==> src/rtl/pipestagereg.sv <==
// pipestagereg: valid/ready pipeline stage register with a 2-entry skid buffer,
// synchronous flush and bubble-gated control field.
module pipestagereg #(
  parameter int CWIDTH    = 8,
  parameter int DWIDTH    = 32,
  parameter int FLUSHDATA = 0
) (
  input  logic              clk,
  input  logic              rstn,
  input  logic              flush,
  input  logic              invalid,
  output logic              inready,
  input  logic [CWIDTH-1:0] ctrlin,
  input  logic [DWIDTH-1:0] datain,
  output logic              outvalid,
  input  logic              outready,
  output logic [CWIDTH-1:0] ctrlout,
  output logic [DWIDTH-1:0] dataout,
  output logic [1:0]        count
);
  typedef enum logic [1:0] {EMPTY = 2'd0, ONE = 2'd1, FULL = 2'd2} state_t;
  state_t            r_state, w_next;
  logic [CWIDTH-1:0] r_main_c, r_skid_c;
  logic [DWIDTH-1:0] r_main_d, r_skid_d;
  logic              w_acc, w_rel, w_ld_in, w_ld_skid, w_ld_fwd;
  assign outvalid = r_state != EMPTY;
  assign inready  = r_state != FULL;
  assign count    = r_state;
  assign ctrlout  = outvalid ? r_main_c : '0;
  assign dataout  = r_main_d;
  assign w_acc    = invalid & inready;
  assign w_rel    = outvalid & outready;
  always_comb begin
    w_next    = r_state;
    w_ld_in   = 1'b0;
    w_ld_skid = 1'b0;
    w_ld_fwd  = 1'b0;
    case (r_state)
      EMPTY: begin
        w_next  = w_acc ? ONE : EMPTY;
        w_ld_in = w_acc;
      end
      ONE: begin
        w_next    = (w_acc & ~w_rel) ? FULL : (~w_acc & w_rel) ? EMPTY : ONE;
        w_ld_in   = w_acc & w_rel;
        w_ld_skid = w_acc & ~w_rel;
      end
      FULL: begin
        w_next   = w_rel ? ONE : FULL;
        w_ld_fwd = w_rel;
      end
      default: w_next = EMPTY;
    endcase
    // a flush still lets the downstream transfer complete; it only kills what remains
    if (flush) begin
      w_next    = EMPTY;
      w_ld_in   = 1'b0;
      w_ld_skid = 1'b0;
      w_ld_fwd  = 1'b0;
    end
  end
  always_ff @(posedge clk) begin
    if (!rstn) begin
      r_state  <= EMPTY;
      r_main_c <= '0;
      r_main_d <= '0;
      r_skid_c <= '0;
      r_skid_d <= '0;
    end else begin
      r_state <= w_next;
      if (w_ld_in) begin
        r_main_c <= ctrlin;
        r_main_d <= datain;
      end else if (w_ld_fwd) begin
        r_main_c <= r_skid_c;
        r_main_d <= r_skid_d;
      end
      if (w_ld_skid) begin
        r_skid_c <= ctrlin;
        r_skid_d <= datain;
      end
      if (flush && FLUSHDATA != 0) begin
        r_main_d <= '0;
        r_skid_d <= '0;
      end
    end
  end
endmodule

==> config.mk <==
export PLATFORM = sky130hd
export DESIGN_NAME = pipestagereg
export DESIGN_NICKNAME = d
export VERILOG_FILES = /design/src/rtl/pipestagereg.sv
export SDC_FILE = /design/constraint.sdc
export NUM_CORES = 1
export LEC_CHECK = 0
export BUFFER_PORTS_ARGS = -buffer_cell sky130_fd_sc_hd__buf_2
export CAP_MARGIN = 20
export CORE_UTILIZATION = 58
export DETAILED_ROUTE_END_ITERATION = 16
export PLACE_DENSITY_LB_ADDON = 0.2
export SETUP_SLACK_MARGIN = 0.4
export SLEW_MARGIN = 5
export SYNTH_ARGS = -nofsm -noshare
export SYNTH_HDL_FRONTEND = slang
export SYNTH_SLANG_ARGS = --single-unit
==> constraint.sdc <==
create_clock -name clk -period 3.3 [get_ports clk]
set_clock_uncertainty 0.15 [all_clocks]
set_input_delay 0.165 -clock clk [delete_from_list [all_inputs] [get_ports clk]]
set_output_delay 0.165 -clock clk [all_outputs]
set_load 0.01 [all_outputs]
==> metrics.txt <==
Worst R2R Path Depth=8; Residual DRC=0; Crit. End Element=flop; most frequent cells in the layout=buf_2, dfxtp_1, a21oi_1, nand2_1; outcome=finished clean; top_reg_cell synth=dfxtp_1; TritonRoute pass-1 iters=5; PwrDens=approximately 440 mW/mm^2; Hold WC Path Type=in2reg; total core area=around 0.0068 sq mm; clock tree buffer depth=2; Ys Warns=0; wire length per cell=18.8 um; final WL=~12 mm; max-slew violations=0; cts repair resizes=0; flop-to-flop setup slack=approximately 0.63 ns; CTS Sinks=82; hpwl dp=6.58 mm; Layout Nets=600; vias per cell=6.48; period utilization=0.810; total grt overflow=0; Setup TNS=0 ns; minimum clock period=2.67 ns; row count=30; Crit path depth=8; FMAX=between 300 and 400 MHz; largest net degree at the start of global routing=42; Die ar.=around 0.0073 sq mm; kind of start point of the critical path=flop; multi-input logic area=0.00217 sq mm; fillers=494; total power draw=2.26 mW; vias post-DR=4,132; number of synthesized flops with an enable pin=0; Worst Path Arrival=about 2.8 ns; Slowest cell on crit path=dfxtp_1; routability cong.=about 0.76; Max rail drop VDD=0.273 mV; worst-path fanout max=20; count of different cell masters after synthesis=26; Syn Area/Cell=8.95 sq um; Slew @ Worst Pin=0.772 ns; CTS tree=built; Buf/Inv on CP=2; Initial Util=0.597; Total GRT Usage=0.336; later-pin clock latency in the skew report=around 0.36 ns; crit path launch=count[0]$_SDFF_PP0_; Boundary Pins=89; max_cap viols=0; R2R Path End=dataout[11]$_SDFFE_PN0P_; initial DRC count=340; share of cells above drive strength 1=0.308; Worst path top cell family by delay=flip-flops; clock root cell=clkbuf_8; final instance area=0.00518 sq mm; Leak Pwr=2.08 nW; Crit Path Class=reg2reg; Fin. Hold Viols=0; RSZ-0062 raised after global routing=false; CP cell instances=nor2_1 > buf_4 > nor2b_1 > ha_1 > mux2_2 > buf_4 > a21oi_1 > o41ai_2; most common cell after layout, fill and taps aside=buf_2; number of synthesized register bits=82; CTS Buf Count=9; cells after synthesis=451; H-Tree Level Count=3; mapped cell area=0.00404 sq mm; Util after Layout=0.767; Slew HR=0.485; dpl ws=between 0.7 and 0.8 ns; CP dominant cell by count=buf_4; Routed Antenna Nets=0; Syn Nets=498; first-pass GRT wire length=19.3 mm; clock slew seen by the registers of the worst setup and hold paths=roughly 0.08 ns; endpoints failing setup=0; CP peak stage delay=0.60 ns; vias in the first global route=between 4,000 and 5,000; Die H=between 80 and 90 um; critical path endpoint=dataout[11]$_SDFFE_PN0P_; Async SR Flop Fraction=0; initial antenna violation count=0; Post-DP Area=0.00452 sq mm; post-synthesis sequential area ratio=0.407; Layout area overhead=28.5%; # port buffers=88; Seq. cell area=0.00164 sq mm; reg2reg start=count[0]$_SDFF_PP0_; Antenna Cells=0; Final WS setup=0.626 ns; Die Span X=roughly 85 um; Worst EP required=3.41 ns
[layout make-up]
class                           count  share of cell area
Tap cell                           80              0.0193
Multi-Input combinational cell    308               0.418
Timing Repair Buffer              148               0.194
Sequential cell                    82               0.317
Inverter                            4             0.00314
Clock buffer                       12              0.0299
Clock inverter                      4              0.0188
[cells in the mapped netlist (3+ instances only)]
master | count | area (sq um)
o2111ai_1 | 40 | 350
a21oi_1 | 80 | 400
clkbuf_1 | 49 | 184
dfxtp_1 | 82 | 1640
buf_6 | 5 | 56.3
o41ai_2 | 40 | 651
nor2b_1 | 9 | 56.3
inv_1 | 3 | 11.3
nor3_1 | 41 | 205
nand2_1 | 80 | 300
[worst min-delay path by stage]
stage / start / slack, ns / cells after the start / end
2_1_floorplan: flush / 0.09 / 1 / count[1]$_SDFF_PP0_
3_3_place_gp: datain[9] / 0.27 / 3 / r_skid_d[9]$_SDFFE_PN0P_
3_5_place_dp: datain[9] / 0.27 / 3 / r_skid_d[9]$_SDFFE_PN0P_
4_1_cts: outready / 0.02 / 3 / count[1]$_SDFF_PP0_
5_1_grt: outready / 0.04 / 3 / count[1]$_SDFF_PP0_
6_report: outready / 0.03 / 3 / count[1]$_SDFF_PP0_
[state kept, by name, summed over array words and instances, names as in the netlist]
signal	count
dataout	32
r_skid_d	32
r_main_c	8
r_skid_c	8
count	2
[worst reg2reg max path, cell delays in order, from the launching register on]
cell     delay, ns
dfxtp_1       0.60
nor2_1        0.09
buf_4         0.19
nor2b_1       0.18
ha_1          0.27
mux2_2        0.48
buf_4         0.27
a21oi_1       0.11
o41ai_2       0.24
[per-stage QoR]
step | hold slack (ns) | instances
floorplan | 0.0911 | 451
global placement | 0.269 | 581
detailed placement | 0.275 | 581
CTS | 0.0204 | 638
global route | 0.0441 | 638
finish | 0.0314 | 638
[metal layers]
| metal | global-route usage | routed length [um] |
|---|---|---|
| met1 | 0.419 | 5020 |
| met2 | 0.564 | 5950 |
| met5 | 0 | 0 |
| met4 | 0.176 | 240 |
| met3 | 0.0496 | 785 |
[power by group]
| group | switching, mW | total, mW | internal, mW |
|---|---|---|---|
| sequential | 0.0132 | 1.02 | 1.01 |
| combinational | 0.197 | 0.321 | 0.124 |
| clock | 0.374 | 0.919 | 0.545 |
| total | 0.584 | 2.26 | 1.68 |
[logic make-up (layout without fill, tap and decap cells)]
family / count (synthesis) / after routing / share of synthesized area
buffers and inverters: 61 / 168 / 0.0670
flip-flops: 82 / 82 / 0.407
multiplexers: 3 / 3 / 0.00775
adder cells (fa/ha/maj): 2 / 2 / 0.00620
AND/OR/NAND/NOR: 140 / 140 / 0.158
AO/OA/AOI/OAI: 163 / 163 / 0.355
[timing repair]
| action | in CTS | in global routing |
|---|---|---|
| endpoints found under the hold margin | 42 | 0 |
| setup buffers | 0 | 0 |
| hold buffers | 41 | 0 |
Note: power is estimated with default switching activity, not from simulation.
